## src/rtl/serial_pkg.sv

```systemverilog
// Shared definitions for the serial link: serializer FSM states and frame width.
// Also imported by the detector bench for its frame length.
package serial_pkg;

   localparam int SER_WIDTH = 32;

   typedef enum logic {
      S_IDLE  = 1'b0,
      S_SHIFT = 1'b1
   } ser_state_e;

endpackage

```

## src/rtl/shift_reg_piso.sv

```systemverilog
// Loadable parallel-in/serial-out shift register.
// Clear wins over load, load wins over shift; vacated bits fill with zero.
module shift_reg_piso
   import serial_pkg::*;
#(
   parameter int WIDTH     = SER_WIDTH,
   parameter bit MSB_FIRST = 1'b1
) (
   input  logic             clk,
   input  logic             rst,
   input  logic             load_i,
   input  logic             shift_i,
   input  logic             clr_i,
   input  logic [WIDTH-1:0] data_i,
   output logic             sout_o
);

   logic [WIDTH-1:0] sr_q;
   logic [WIDTH-1:0] sr_d;

   // Next shifter contents: clear, parallel load or one-bit shift.
   always_comb begin
      sr_d = sr_q;
      if (clr_i) begin
         sr_d = '0;
      end else if (load_i) begin
         sr_d = data_i;
      end else if (shift_i) begin
         if (MSB_FIRST) begin
            sr_d = {sr_q[WIDTH-2:0], 1'b0};
         end else begin
            sr_d = {1'b0, sr_q[WIDTH-1:1]};
         end
      end
   end

   // Shifter register with synchronous reset.
   always_ff @(posedge clk) begin
      if (rst) begin
         sr_q <= '0;
      end else begin
         sr_q <= sr_d;
      end
   end

   // Serial bit comes straight from a flop, so dout is registered.
   assign sout_o = MSB_FIRST ? sr_q[WIDTH-1] : sr_q[0];

endmodule

```

## src/rtl/piso_serializer.sv

```systemverilog
// Handshaked word serializer with a one-word holding buffer for
// gapless back-to-back streaming into the serial detector.
module piso_serializer
   import serial_pkg::*;
#(
   parameter int WIDTH     = SER_WIDTH,
   parameter bit MSB_FIRST = 1'b1
) (
   input  logic             clk,
   input  logic             rst,
   input  logic [WIDTH-1:0] load_data,
   input  logic             load_valid,
   output logic             load_ready,
   output logic             dout,
   output logic             dout_valid,
   output logic             last_bit,
   output logic             busy
);

   localparam int CW = $clog2(WIDTH);
   localparam logic [CW-1:0] CNT_LAST = CW'(WIDTH - 1);
   localparam logic [CW-1:0] CNT_ONE  = CW'(1);

   ser_state_e       state_q, state_d;
   logic [CW-1:0]    bit_cnt_q, bit_cnt_d;
   logic [WIDTH-1:0] hold_q, hold_d;
   logic             hold_full_q, hold_full_d;

   logic             xfer;
   logic             at_last;
   logic             sr_load;
   logic             sr_shift;
   logic             sr_clr;
   logic [WIDTH-1:0] sr_data;

   assign load_ready = !rst && !hold_full_q;
   assign xfer       = load_valid && load_ready;
   assign at_last    = (state_q == S_SHIFT) && (bit_cnt_q == CNT_LAST);

   assign dout_valid = (state_q == S_SHIFT);
   assign last_bit   = at_last;
   assign busy       = (state_q == S_SHIFT) || hold_full_q;

   // Next-state, counter, holding buffer and shifter controls.
   always_comb begin
      state_d     = state_q;
      bit_cnt_d   = bit_cnt_q;
      hold_d      = hold_q;
      hold_full_d = hold_full_q;
      sr_load     = 1'b0;
      sr_shift    = 1'b0;
      sr_clr      = 1'b0;
      sr_data     = load_data;
      unique case (state_q)
         S_IDLE: begin
            if (xfer) begin
               sr_load   = 1'b1;
               bit_cnt_d = '0;
               state_d   = S_SHIFT;
            end
         end
         S_SHIFT: begin
            if (at_last) begin
               bit_cnt_d = '0;
               if (hold_full_q) begin
                  sr_load     = 1'b1;
                  sr_data     = hold_q;
                  hold_full_d = 1'b0;
               end else if (xfer) begin
                  sr_load = 1'b1;
               end else begin
                  sr_clr  = 1'b1;
                  state_d = S_IDLE;
               end
            end else begin
               sr_shift  = 1'b1;
               bit_cnt_d = bit_cnt_q + CNT_ONE;
               if (xfer) begin
                  hold_d      = load_data;
                  hold_full_d = 1'b1;
               end
            end
         end
         default: begin
            state_d = S_IDLE;
         end
      endcase
   end

   // Control registers; reset drops any partial or held word.
   always_ff @(posedge clk) begin
      if (rst) begin
         state_q     <= S_IDLE;
         bit_cnt_q   <= '0;
         hold_q      <= '0;
         hold_full_q <= 1'b0;
      end else begin
         state_q     <= state_d;
         bit_cnt_q   <= bit_cnt_d;
         hold_q      <= hold_d;
         hold_full_q <= hold_full_d;
      end
   end

   shift_reg_piso #(
      .WIDTH     (WIDTH),
      .MSB_FIRST (MSB_FIRST)
   ) u_sr (
      .clk     (clk),
      .rst     (rst),
      .load_i  (sr_load),
      .shift_i (sr_shift),
      .clr_i   (sr_clr),
      .data_i  (sr_data),
      .sout_o  (dout)
   );

endmodule

```

## config.mk

```make
export PLATFORM = sky130hd
export DESIGN_NAME = piso_serializer
export DESIGN_NICKNAME = d
export VERILOG_FILES = /design/src/rtl/serial_pkg.sv /design/src/rtl/shift_reg_piso.sv /design/src/rtl/piso_serializer.sv
export SDC_FILE = /design/constraint.sdc
export NUM_CORES = 1
export LEC_CHECK = 0
export BUFFER_PORTS_ARGS = -buffer_cell sky130_fd_sc_hd__buf_2
export CAP_MARGIN = 20
export CORE_UTILIZATION = 59
export CTS_BUF_LIST = sky130_fd_sc_hd__clkbuf_2 sky130_fd_sc_hd__clkbuf_4 sky130_fd_sc_hd__clkbuf_8
export DETAILED_ROUTE_END_ITERATION = 8
export GPL_ROUTABILITY_DRIVEN = 0
export PLACE_DENSITY_LB_ADDON = 0.05
export SLEW_MARGIN = 5
export SYNTH_ARGS = -nofsm -noshare
export SYNTH_HDL_FRONTEND = slang
export SYNTH_SLANG_ARGS = --single-unit
export TNS_END_PERCENT = 10
```

## constraint.sdc

```tcl
create_clock -name clk -period 2.8 [get_ports clk]
set_input_delay 0.56 -clock clk [delete_from_list [all_inputs] [get_ports clk]]
set_output_delay 0.56 -clock clk [all_outputs]
set_load 0.05 [all_outputs]
```

==> metrics list <==
- Worst Hold Margin: 451 ps
* Post-route DRC: 0
- Number of endpoints failing setup at the final stage: 0
- TritonCTS built the clock tree.
* Final layout net count: 416
* Area Growth Syn to Fin: 15.1%
- The number of hold violations in the final report was 0.
- Leftover overflow at the end of global routing: 0
* Timing-limited maximum frequency: 0.426 GHz
- Most common cell after layout, fill and taps aside: sky130_fd_sc_hd__nand2_1
* Post-synthesis sequential area ratio: 46.1%
- Type of the worst setup path: reg2out
- In this run the deepest clock path goes through 2 buffers.
- Outcome: complete, no violations
- After clock tree synthesis, the clock-pin slew on the worst setup and hold paths is 80 ps.
- Max Cap Viol: 0
- For this block, the initial DRC count from the detailed router was 225.
* Top routing layer in use: met4
- Register-to-register path setup slack: 470 ps
- The post-route netlist has 22.1% of its cells at a drive strength greater than 1.
* Horizontal die dimension: 74.3 um
* Total routing usage reported by global routing: 26.4%
* CP Launch Point: bit_cnt_q[0]$_SDFFE_PP0P_
- STA classifies the critical path startpoint as a flop.
- The worst register-to-register path begins at bit_cnt_q[0]$_SDFFE_PP0P_.
* DR WL/cell: 14.9 um
- In this run the tool buffered the top-level ports with 39 buffer cells.
* Post-CTS setup buffers: 0
- Synthesized cell area: 3080 um^2
- The core region is 4880 um^2.
- Kind of end point of the critical path: output pin
- Headroom to the max-slew limit: 57.9%
- Hold repair after CTS inserted 0 buffers.
* Leakage component of the power: 0.00138 uW
- The first detailed-routing pass took 8 iterations.
- Met2 wire length: 3090 um
- Crit path required time: 2240 ps
- In the layout the commonest cells are sky130_fd_sc_hd__nand2_1, sky130_fd_sc_hd__dfxtp_1, sky130_fd_sc_hd__buf_2, sky130_fd_sc_hd__nor2_1, sky130_fd_sc_hd__a21oi_1.
- Chip Height: 74.3 um
- Transition time at the pin with the least slew margin: 630 ps
- The number of nets handed over by synthesis was 382.
- Filler instances: 393
* Number of buffers inserted during clock tree synthesis: 9
* Number of antenna violations at the first check in global routing: 0
- Initial cell density of the core: 63.2%
* Total number of clock tree sinks: 71
- PwrDens: 671 nW/um^2
* Detailed placement HPWL: 4260 um
- Area share of and/or/nand/nor cells after synthesis: 19.8%
- Subtracting the final worst setup slack from the clock period gives 2350 ps.
- Setup repair after global routing left no endpoint under its margin.
- After detailed routing, the total wire length is 6710 um.
* Via density per instance: 5.79
- Registers take 1420 um^2.
* Synth cell types: 32
- Max Fanout on Critical Path: 6
- Antenna Diode Count: 0
- After detailed routing, the wire length on met1 is 3150 um.
* Vias in the first global route: 2,320
* Max Transition Viols Final: 0
- The detailed router placed 2,613 vias in this run.
* Global-route wire length before repair: 10,900 um
- Cells after Synth: 345
- Dividing the synthesized area by the synthesized cell count gives 8.94 um^2.
- Summed over all failing endpoints, the final setup total negative slack is 0 ps.
- Maximum level of the CTS H-tree: 3
- Share of the clock period used by the worst path after layout: 83.9%
- The startpoint identified for the worst hold timing path is load_data[16].
- Post-synthesis mux area share: 9.49%
* Combinational family with the most area after synthesis: simple AND/OR/NAND/NOR gates
- Of the total synthesized cell area, the portion taken by full adders, half adders and majority gates is 0.811%.
- The path class of the tightest hold or removal check is in2reg.
- After synthesis the netlist holds a flip-flop and latch count of 71.
* Io pins: 40
- Once the clock tree was built, the resizer swapped 0 gates to a different size.
- Synth Warn #: 0
* Antenna violation net count after detailed routing: 0
- Xor/xnor cell area share of the yosys netlist: 0%
- Across the VDD grid, the largest voltage drop is 427 uV.
- Entering global routing, the biggest net connects 42 pins.
- Clock root buffer: sky130_fd_sc_hd__clkbuf_8
- Final Skew: 11.5 ps
* Compound-cell area share of the yosys netlist: 18.1%
- The multi-input combinational cells in the finished layout cover a total of 1490 um^2.
- For the worst-skew pair, the clock arrives at the later sink with an insertion delay of 350 ps.
- In the detailed route, the total length drawn on met3 is 317 um.
- Number of rows in the core area: 25
* Arrival time reported for the critical path endpoint: 1790 ps
* Die outline area: 5520 um^2
==> path summary, 6_finish.rpt <==
path / endpoint / cells past startpoint
worst max-delay path: last_bit / 5
worst min-delay path: hold_q[16]$_SDFFE_PP0P_ / 3
worst max register to register: u_sr.sr_q[10]$_SDFFE_PP0P_ / 7
worst min register to register: hold_q[15]$_SDFFE_PP0P_ / 2
==> cell usage after synthesis, drive strengths merged <==
| library cell | count | share of area [%] |
|---|---|---|
| nor2b | 1 | 0.20 |
| a21oi | 38 | 6.7 |
| mux2 | 26 | 9.5 |
| or2 | 7 | 1.4 |
| or3b | 1 | 0.37 |
| dfxtp | 71 | 46 |
| nand3b | 1 | 0.24 |
| ha | 2 | 0.81 |
| nand2b | 2 | 0.41 |
| and2b | 1 | 0.24 |
| nand2 | 78 | 9.5 |
| nor2 | 38 | 4.8 |
| a21o | 1 | 0.24 |
| nor3b | 1 | 0.41 |
| clkbuf | 12 | 1.5 |
| and3 | 2 | 0.41 |
| nand3 | 8 | 1.5 |
| nor3 | 1 | 0.16 |
| and2 | 1 | 0.20 |
| a222oi | 25 | 8.1 |
| buf | 17 | 4.3 |
| a211oi | 1 | 0.24 |
| o21ai | 1 | 0.16 |
| a32o | 6 | 1.9 |
| a22oi | 3 | 0.73 |
==> metrics by stage <==
stage | util, % | setup slack, ps | cell area [um^2] | power, uW | cells
6_report | 72.7 | 450 | 3550 | 2380 | 451
5_1_grt | 72.7 | 307 | 3550 | 2460 | 451
4_1_cts | 72.7 | 428 | 3550 | 2400 | 451
3_5_place_dp | 67.3 | 515 | 3280 | 1330 | 435
3_3_place_gp | 67.3 | 554 | 3280 | 1320 | 435
2_1_floorplan | - | 615 | 3080 | 1260 | 345
==> where the power goes <==
group	total [uW]	leakage, uW	switching [uW]	internal, uW
registers	1070	0.000576	24.7	1050
clock network	1080	0.000130	385	690
logic	233	0.000674	137	96.7
total	2380	0.00138	546	1840
==> flip-flops by register name (all words and copies together) (netlist names) <==
name and cells:
dout_valid 1, bit_cnt_q 5, u_sr.sr_q 32, hold_q 32, hold_full_q 1
==> final cells by class <==
type	count	share of cell area, %
repair buffers	52	8.25
clock buffers	10	3.70
multi-input cells	245	41.9
well taps	67	2.36
clock inverters	6	3.74
flip-flops and latches	71	40.1
==> layer usage <==
| layer | GRT usage [%] | vias up |
|---|---|---|
| li1 | - | 1295 |
| met1 | 34.1 | 1235 |
| met2 | 42.2 | 70 |
| met3 | 4.61 | 13 |
| met4 | 14.5 | 0 |
| met5 | 0 | - |
==> cell families after synthesis <==
family / after synthesis
and+or+nand+nor: 142
AOI/OAI and AO/OA: 75
DFF: 71
buffers and inverters: 29
muxes: 26
adders and majority gates: 2
==> critical path, cell delays in order, from the launching register on <==
cell and delay (ps):
sky130_fd_sc_hd__dfxtp_1 370, sky130_fd_sc_hd__ha_1 190, sky130_fd_sc_hd__and3_1 160, sky130_fd_sc_hd__ha_1 240, sky130_fd_sc_hd__and2_1 200, sky130_fd_sc_hd__buf_2 270
No activity file was read; power rests on OpenSTA's default activity.
